### src/rtl/bk_arith_pkg.sv
// Shared arithmetic package for the Brent-Kung adder and subtractor datapaths.
// Holds the default operand width, the (generate, propagate) pair type, the
// prefix-tree mode selector and the single prefix combine operator used by
// every Brent-Kung tree in the arithmetic unit.
package bk_arith_pkg;

    localparam int unsigned BK_WIDTH = 32'd32;

    // One prefix node: group generate and group propagate.
    typedef struct packed {
        logic g;
        logic p;
    } gp_t;

    // Which half of the Brent-Kung network a tree instance implements.
    typedef enum logic [0:0] {
        UPSWEEP   = 1'b0,
        DOWNSWEEP = 1'b1
    } tree_mode_e;

    // Prefix operator: hi covers the more significant span, lo the span just below it.
    function automatic gp_t gp_combine(input gp_t hi, input gp_t lo);
        gp_t res;
        res.g = hi.g | (hi.p & lo.g);
        res.p = hi.p & lo.p;
        return res;
    endfunction

endpackage

### src/rtl/bk_prefix_tree.sv
// Combinational half of a Brent-Kung parallel-prefix network.
//   MODE = UPSWEEP   : LEVELS levels; level k merges node i, (i+1) mod 2^k == 0,
//                      with node i - 2^(k-1). Nodes 2^k-1 end up with full prefixes.
//   MODE = DOWNSWEEP : LEVELS-1 levels, k = LEVELS-1 .. 1; node i + 2^(k-1) is
//                      merged with the already complete node i = m*2^k - 1.
// Ports:
//   gp_in  : WIDTH prefix nodes entering this half of the network
//   gp_out : WIDTH prefix nodes leaving this half of the network
module bk_prefix_tree
    import bk_arith_pkg::*;
#(
    parameter int unsigned WIDTH = BK_WIDTH,
    parameter tree_mode_e  MODE  = UPSWEEP
) (
    input  gp_t [WIDTH-1:0] gp_in,
    output gp_t [WIDTH-1:0] gp_out
);

    localparam int unsigned LEVELS = $clog2(WIDTH);
    localparam int unsigned IDX_W  = LEVELS;

    gp_t [WIDTH-1:0] node_s;

    // Within one level the target and source index sets are disjoint, so the
    // nodes can be updated in place level after level.
    if (MODE == UPSWEEP) begin : g_up
        int hi_idx_s;
        int lo_idx_s;

        // Up-sweep: build the power-of-two aligned group prefixes.
        always_comb begin
            node_s   = gp_in;
            hi_idx_s = 32'sd0;
            lo_idx_s = 32'sd0;
            for (int k = 32'sd1; k <= int'(LEVELS); k++) begin
                for (int i = (32'sd1 <<< k) - 32'sd1; i < int'(WIDTH); i += (32'sd1 <<< k)) begin
                    hi_idx_s = i;
                    lo_idx_s = i - (32'sd1 <<< (k - 32'sd1));
                    node_s[hi_idx_s[IDX_W-1:0]] = gp_combine(node_s[hi_idx_s[IDX_W-1:0]],
                                                             node_s[lo_idx_s[IDX_W-1:0]]);
                end
            end
        end
    end else begin : g_down
        int hi_idx_s;
        int lo_idx_s;

        // Down-sweep: fill in every prefix the up-sweep left incomplete.
        always_comb begin
            node_s   = gp_in;
            hi_idx_s = 32'sd0;
            lo_idx_s = 32'sd0;
            for (int k = int'(LEVELS) - 32'sd1; k >= 32'sd1; k--) begin
                for (int i = (32'sd1 <<< k) - 32'sd1;
                     i + (32'sd1 <<< (k - 32'sd1)) < int'(WIDTH);
                     i += (32'sd1 <<< k)) begin
                    hi_idx_s = i + (32'sd1 <<< (k - 32'sd1));
                    lo_idx_s = i;
                    node_s[hi_idx_s[IDX_W-1:0]] = gp_combine(node_s[hi_idx_s[IDX_W-1:0]],
                                                             node_s[lo_idx_s[IDX_W-1:0]]);
                end
            end
        end
    end

    assign gp_out = node_s;

endmodule

### src/rtl/brent_kung_subtractor_pipe.sv
// Three-stage pipelined subtractor, diff = a - b = a + ~b + 1, using a
// Brent-Kung prefix carry network split across stages 2 and 3.
// Ports:
//   clk, rst            : clock, synchronous active-high reset
//   in_valid / in_ready : operand handshake (in_ready = pipeline advance enable)
//   a, b                : minuend and subtrahend, WIDTH bits
//   out_valid/out_ready : result handshake
//   diff                : a - b mod 2^WIDTH
//   borrow              : 1 iff a < b unsigned (inverse of carry out)
//   overflow            : signed overflow of a - b
// The whole pipeline advances together when the output slot is empty or being
// consumed; otherwise every stage holds, so up to three operations stay in flight.
module brent_kung_subtractor_pipe
    import bk_arith_pkg::*;
#(
    parameter int unsigned WIDTH = BK_WIDTH
) (
    input  logic             clk,
    input  logic             rst,
    input  logic             in_valid,
    output logic             in_ready,
    input  logic [WIDTH-1:0] a,
    input  logic [WIDTH-1:0] b,
    output logic             out_valid,
    input  logic             out_ready,
    output logic [WIDTH-1:0] diff,
    output logic             borrow,
    output logic             overflow
);

    logic             en_s;
    logic [WIDTH-1:0] p_s;
    logic [WIDTH-1:0] g_s;
    gp_t  [WIDTH-1:0] gp1_s;
    gp_t  [WIDTH-1:0] gp2_s;
    gp_t  [WIDTH-1:0] gp3_s;
    logic [WIDTH-1:0] c_s;
    logic [WIDTH-1:0] diff_s;
    logic             carry_out_s;
    logic             overflow_s;
    logic [WIDTH-1:0] unused_p3_s;

    logic             v1_r;
    gp_t  [WIDTH-1:0] gp1_r;
    logic [WIDTH-1:0] p1_r;
    logic             a_msb1_r;
    logic             b_msb1_r;

    logic             v2_r;
    gp_t  [WIDTH-1:0] gp2_r;
    logic [WIDTH-1:0] p2_r;
    logic             a_msb2_r;
    logic             b_msb2_r;

    logic             out_valid_r;
    logic [WIDTH-1:0] diff_r;
    logic             borrow_r;
    logic             overflow_r;

    assign en_s     = ~out_valid_r | out_ready;
    assign in_ready = en_s;

    // Bit-level terms against the inverted subtrahend.
    assign p_s = ~(a ^ b);
    assign g_s = a & ~b;

    // The constant carry-in (g[-1] = 1) is folded into node 0, so every tree
    // node i ends up holding G[i:-1]; only bit 0 changes: g0 | p0.
    for (genvar gi = 0; gi < WIDTH; gi++) begin : g_pg
        if (gi == 0) begin : g_lsb
            assign gp1_s[gi] = {g_s[gi] | p_s[gi], p_s[gi]};
        end else begin : g_rest
            assign gp1_s[gi] = {g_s[gi], p_s[gi]};
        end
    end

    // Stage 1 registers: folded (g,p) nodes, raw propagate and sign bits.
    always_ff @(posedge clk) begin
        if (rst) begin
            v1_r     <= 1'b0;
            gp1_r    <= '0;
            p1_r     <= '0;
            a_msb1_r <= 1'b0;
            b_msb1_r <= 1'b0;
        end else if (en_s) begin
            v1_r     <= in_valid & en_s;
            gp1_r    <= gp1_s;
            p1_r     <= p_s;
            a_msb1_r <= a[WIDTH-1];
            b_msb1_r <= b[WIDTH-1];
        end
    end

    bk_prefix_tree #(
        .WIDTH (WIDTH),
        .MODE  (UPSWEEP)
    ) u_upsweep (
        .gp_in  (gp1_r),
        .gp_out (gp2_s)
    );

    // Stage 2 registers: up-sweep tree nodes plus the values carried alongside.
    always_ff @(posedge clk) begin
        if (rst) begin
            v2_r     <= 1'b0;
            gp2_r    <= '0;
            p2_r     <= '0;
            a_msb2_r <= 1'b0;
            b_msb2_r <= 1'b0;
        end else if (en_s) begin
            v2_r     <= v1_r;
            gp2_r    <= gp2_s;
            p2_r     <= p1_r;
            a_msb2_r <= a_msb1_r;
            b_msb2_r <= b_msb1_r;
        end
    end

    bk_prefix_tree #(
        .WIDTH (WIDTH),
        .MODE  (DOWNSWEEP)
    ) u_downsweep (
        .gp_in  (gp2_r),
        .gp_out (gp3_s)
    );

    // Carry into bit i is the full prefix of everything below it, carry-in included.
    assign c_s[0] = 1'b1;
    for (genvar gi = 1; gi < WIDTH; gi++) begin : g_carry
        assign c_s[gi] = gp3_s[gi-1].g;
    end

    // Group propagates after the down-sweep are not needed for the sum.
    for (genvar gi = 0; gi < WIDTH; gi++) begin : g_unused_p
        assign unused_p3_s[gi] = gp3_s[gi].p;
    end

    assign diff_s      = p2_r ^ c_s;
    assign carry_out_s = gp3_s[WIDTH-1].g;
    assign overflow_s  = (a_msb2_r ^ b_msb2_r) & (diff_s[WIDTH-1] ^ a_msb2_r);

    // Stage 3 output registers.
    always_ff @(posedge clk) begin
        if (rst) begin
            out_valid_r <= 1'b0;
            diff_r      <= '0;
            borrow_r    <= 1'b0;
            overflow_r  <= 1'b0;
        end else if (en_s) begin
            out_valid_r <= v2_r;
            diff_r      <= diff_s;
            borrow_r    <= ~carry_out_s;
            overflow_r  <= overflow_s;
        end
    end

    assign out_valid = out_valid_r;
    assign diff      = diff_r;
    assign borrow    = borrow_r;
    assign overflow  = overflow_r;

endmodule
### config.mk
export PLATFORM = sky130hd
export DESIGN_NAME = brent_kung_subtractor_pipe
export DESIGN_NICKNAME = d
export VERILOG_FILES = /design/src/rtl/bk_arith_pkg.sv /design/src/rtl/bk_prefix_tree.sv /design/src/rtl/brent_kung_subtractor_pipe.sv
export SDC_FILE = /design/constraint.sdc
export NUM_CORES = 1
export LEC_CHECK = 0
export ABC_AREA = 0
export CELL_PAD_IN_SITES_DETAIL_PLACEMENT = 2
export CELL_PAD_IN_SITES_GLOBAL_PLACEMENT = 2
export CORE_MARGIN = 4
export CORE_UTILIZATION = 32
export CTS_CLUSTER_DIAMETER = 200
export DETAILED_ROUTE_END_ITERATION = 10
export GPL_TIMING_DRIVEN = 0
export PLACE_DENSITY_LB_ADDON = 0.1
export SYNTH_ARGS = -nofsm -noshare
export SYNTH_HDL_FRONTEND = slang
export SYNTH_SLANG_ARGS = --single-unit
### constraint.sdc
create_clock -name clk -period 2.1 [get_ports clk]
set_input_delay 0.42 -clock clk [delete_from_list [all_inputs] [get_ports clk]]
set_output_delay 0.42 -clock clk [all_outputs]
set_load 0.02 [all_outputs]
* Yosys cells after proc, flatten, opt, wreduce, memory -nomap -nowiden *
Cells that the tools add are included.

word-level totals
  bits in registers = 226
  bits of input ports = 68
  output and inout port bits = 36
  logic and storage cells = 286

operators by class
  bitwise operators = 153

operator list
  kind                count
  bitwise AND 1 bit   85
  inverter 32 bit     2
  bitwise XOR 32 bit  2
  OR 1 bit            59
  bitwise AND 32 bit  1
  inverter 1 bit      2
  bitwise XOR 1 bit   2

* Logic depth before layout (Yosys ltp) *
  depth after elaboration = 11
  gate-level depth with buffers = 8
  depth with buffers taken out = 8

* Modules after synthesis *
A second synthesis with hierarchy kept.

unflattened totals
  cells, all modules = 1088
  area total of the unflattened synthesis = 8748.4 um2

by module, submodules not included
  module                         instances  cells each  area an instance (um2)  sequential area each (um2)
  brent_kung_subtractor_pipe     1          934         7671.1                  4023.9
  bk_prefix_tree at u_upsweep    1          89          620.6                   0.0
  bk_prefix_tree at u_downsweep  1          65          456.7                   0.0

* Least setup slack after synthesis *
OpenSTA, ideal clock, no wires.

  kind = flip-flop to flip-flop
  start = reg gp2_r[31] (netlist name)
  end = reg overflow_r (netlist: overflow)
  setup time = 0.088 ns
  arrival = 1.820 ns
  required time = 2.012 ns
  slack = 0.192 ns
  cell stages (with the launch flop) = 9
  buffers on the path = 0
  clock period less this slack = 1.908 ns
  cells stage by stage = dfxtp_1 a21o_1 a21o_1 a21o_1 ha_1 nor2_2 xnor2_1 or3b_1 a311oi_2

between the ends
  word-level cells in the longest chain between the ends = 11

ends and longest elaborated chain
  what                    RTL line                           source
  from (decl)             brent_kung_subtractor_pipe.sv:50   gp_t [WIDTH-1:0] gp2_r;
  from (signal assigned)  brent_kung_subtractor_pipe.sv:112  gp2_r <= gp2_s;
  bitwise AND 1 bit       bk_arith_pkg.sv:24                 res.g = hi.g | (hi.p & lo.g);
  OR 1 bit                bk_arith_pkg.sv:24
  bitwise AND 1 bit       bk_arith_pkg.sv:24
  OR 1 bit                bk_arith_pkg.sv:24
  bitwise AND 1 bit       bk_arith_pkg.sv:24
  OR 1 bit                bk_arith_pkg.sv:24
  bitwise AND 1 bit       bk_arith_pkg.sv:24
  OR 1 bit                bk_arith_pkg.sv:24
  bitwise XOR 32 bit      brent_kung_subtractor_pipe.sv:138  assign diff_s = p2_r ^ c_s;
  bitwise XOR 1 bit       brent_kung_subtractor_pipe.sv:140  assign overflow_s = (a_msb2_r ^ b_msb2_r) & (diff_s[WIDTH-1] ^ a_msb2_r);
  bitwise AND 1 bit       brent_kung_subtractor_pipe.sv:140
  to (signal assigned)    brent_kung_subtractor_pipe.sv:153  overflow_r <= overflow_s;
  to (decl)               brent_kung_subtractor_pipe.sv:58   logic overflow_r;

No other way between the ends.
A chain may end at the register's enable or synchronous reset.

* Final worst setup path *
Same ends and word-level chain as after synthesis.

==> results.cfg <==
[timing]
slew_violations = 0
finalClockSkew_ns = 0.00878
period_share_pct = 96.8
relSlewSlack_pct = 38.6
rsz0062_at_grt = false
timing_hold_violations_final = 0
fmax_mhz = 492
tightest_slew_ns = 0.921
min_period_ns = 2.03
finalSetupTns_ns = 0
setup_viol = 0

[global_route]
grt_pass1_wl_um = 41500
grt_max_degree = 17
grtUsageTotal_pct = 20.7
grt_pass1_vias = 7320
antenna_found_initial = 0
grt-ovfl-total = 0

[clocking]
h-tree-depth = 4
clk_pin_slew_ns = 0.07
cts_buffers = 17
cts-root-buf = clkbuf_16
clockBufferDepth = 2
cts_tree = yes
clock-sinks = 180
clkLatencyLatePin_ns = 0.43

[cells_and_area]
layout.nets = 1174
regArea_um2 = 3610
layoutNonFillerInstCount = 1385
drive_gt1_share_pct = 7.28
num_antenna_cells = 0
multi_input_area_um2 = 3420
fill_cells = 2632
syn_to_final_growth_pct = 27.5

[placement]
hpwl_um = 19500
placed_cells = 1349
portBuffers = 102
routabilityCongestion = 0.781

[min_path]
holdCritPathClass = reg -> reg
hold_path_depth = 2
min_to = diff[11]
hold_start = diff[11]

[synthesis]
synth_top_area_share_pct = 48.5
yosysWarnings = 0
synth_seq_cells = 180
synth.cell_area_um2 = 7430
netlist.top_cell.by_area = dfxtp_1
ys_seq_area_share_pct = 48.5
synth_nets = 1049
syn_inst = 934
synth.area.top_cells = dfxtp_1 (48%), nand2_1 (15%), a21oi_1 (12%)
ys_types = 32
post_synth.cell_area_avg_um2 = 7.96

[power_and_ir_drop]
p_int_w = 0.00571
switching_share_pct = 26.3
power.density_nw_per_um2 = 818
p_sw_w = 0.00204
vdd_drop_max_uv = 432
power_w = 0.00775
seq_power_share_pct = 48.6
power_frac_comb_pct = 11.2
power.leakage_nw = 3.94
clock_power_share_pct = 40.2

[detailed_routing]
drtPass1Iterations = 4
vias_per_cell = 4.97
wl_per_cell_um = 19.5
drt_iter0_drc = 246
wirelength_um = 27000
route.detailed.drc = 0
top_layer = met4
drt-met1-wl_um = 12800
routed-wl-met2_um = 13200
vias = 6883
drtAntennaViolNets = 0
wl_met3_um = 788

[worst_setup_path]
r2r-start = gp2_r[31]
crit_path_start = gp2_r[31]
r2r_cells = 8
reg2reg_slack_ns = 0.07
path_max_fanout = 4
required_ns = 2.44
start_kind = flip-flop
worstSetupPathType = reg -> reg
critPathArrivalTime_ns = 2.38
end_kind = flip-flop
r2r-end = overflow

[floorplanning]
dieWidth_um = 160
ios = 104
rows = 55
core_area_um2 = 22800
start_util_pct = 32.6
die_h_um = 160
dieArea_um2 = 25700

[status]
outcome = completed

[flow_run]
max-cap-violations = 0
synthesized netlist by cell type:
cell and n:
clkbuf_1 22, inv_2 1, a311oi_2 1, nor2b_1 1, o21ai_0 16, nand3b_1 1, buf_4 11, nand3_1 21
or3b_1 1, buf_1 1, a21o_1 14, o221ai_1 2, dfxtp_1 180, a21oi_1 172, o31ai_1 1, nor2_2 1
xnor2_1 2, o21a_1 3, inv_1 36, nor3_1 3, o211ai_1 1, nor2_1 33, o21bai_1 3, nand4_1 7
nand2_1 295, a211oi_1 14, buf_2 26, a31oi_1 1, nor4_1 1, ha_1 47, or3_1 14, o2bb2ai_1 2
flip-flops by register name, summed over array words and instances, names as in the netlist, 31 cells and up:
name	count
gp2_r	43
gp1_r	33
diff	32
p2_r	32
p1_r	31
cells in the final DEF (no fill, tap or decap), types with 16 or more instances in the layout:
cell / Yosys / layout
clkdlybuf4s50_1: 0 / 101
clkbuf_16: 0 / 17
a21oi_1: 172 / 172
clkbuf_1: 22 / 24
nand3_1: 21 / 21
inv_1: 36 / 36
nand2_1: 295 / 295
ha_1: 47 / 46
o21ai_0: 16 / 16
buf_4: 11 / 16
dfxtp_1: 180 / 179
buf_2: 26 / 25
nor2_1: 33 / 33
power groups by stage:
stage               sequential (W)  clock, W  combinational, W
finish                     0.00377   0.00311          0.000872
global placement           0.00383         0          0.000842
floorplan                  0.00384         0          0.000403
CTS                        0.00376   0.00318          0.000875
global route               0.00379   0.00331          0.000966
detailed placement         0.00384         0          0.000861
worst max path at each step:
| stage | endpoint | slack [ns] | depth (start not counted) |
|---|---|---|---|
| 3_5_place_dp | in_ready | -0.73 | 7 |
| 5_1_grt | overflow | 0.01 | 8 |
| 3_3_place_gp | in_ready | -0.70 | 7 |
| 2_1_floorplan | overflow | 0.19 | 8 |
| 6_report | overflow | 0.07 | 8 |
| 4_1_cts | overflow | 0.01 | 8 |
cell families (layout without fill, tap and decap cells):
family / count (synthesis) / after routing / synth area share [%]
simple gates: 378 / 378 / 20.4
compound gates: 230 / 230 / 17.1
flops: 180 / 180 / 48.5
buf+inv: 97 / 235 / 5.89
fa+ha+maj: 47 / 47 / 7.91
xor+xnor: 2 / 2 / 0.236
worst max-delay path: stages, from the launching register on:
cell and delay (ns):
dfxtp_4 0.36, a21o_1 0.21, a21o_1 0.19, a21o_1 0.19, ha_4 0.17, nor2_4 0.11, xnor2_2 0.08, or3b_1 0.40
a311oi_2 0.23
area by class of cell:
cell class / count / area share [%]
plain buffers: 59 / 3.17
clock buffers: 21 / 4.86
clock inverters: 11 / 1.10
inverters: 37 / 1.52
multi-input cells: 657 / 36.0
flip-flops and latches: 180 / 38.1
well taps: 313 / 4.13
repair buffers: 107 / 11.1
metal layers:
layer  track usage (%)  vias up
met2              36.3       99
met3              2.75       12
met5                 0        -
met4              4.42        0
li1                  -     3358
met1              27.3     3414
what timing repair did:
action                                  CTS  global route
setup buffers                             1             4
pin swaps                                 1             6
resized for setup                         9             5
endpoints found under the setup margin    2             1
hold buffers                              0             0
per-stage QoR:
step	worst slack, ns	utilization, %	hold slack (ns)	cell area, µm²
after global placement	-0.697	38.8	0.423	8840
after global routing	0.0115	41.6	0.474	9480
final	0.0679	41.6	0.452	9480
after CTS	0.0116	41.4	0.457	9420
after floorplan	0.192	-	0.413	7430
after detailed placement	-0.732	38.8	0.449	8840
Power figures use the tool's default switching activity.
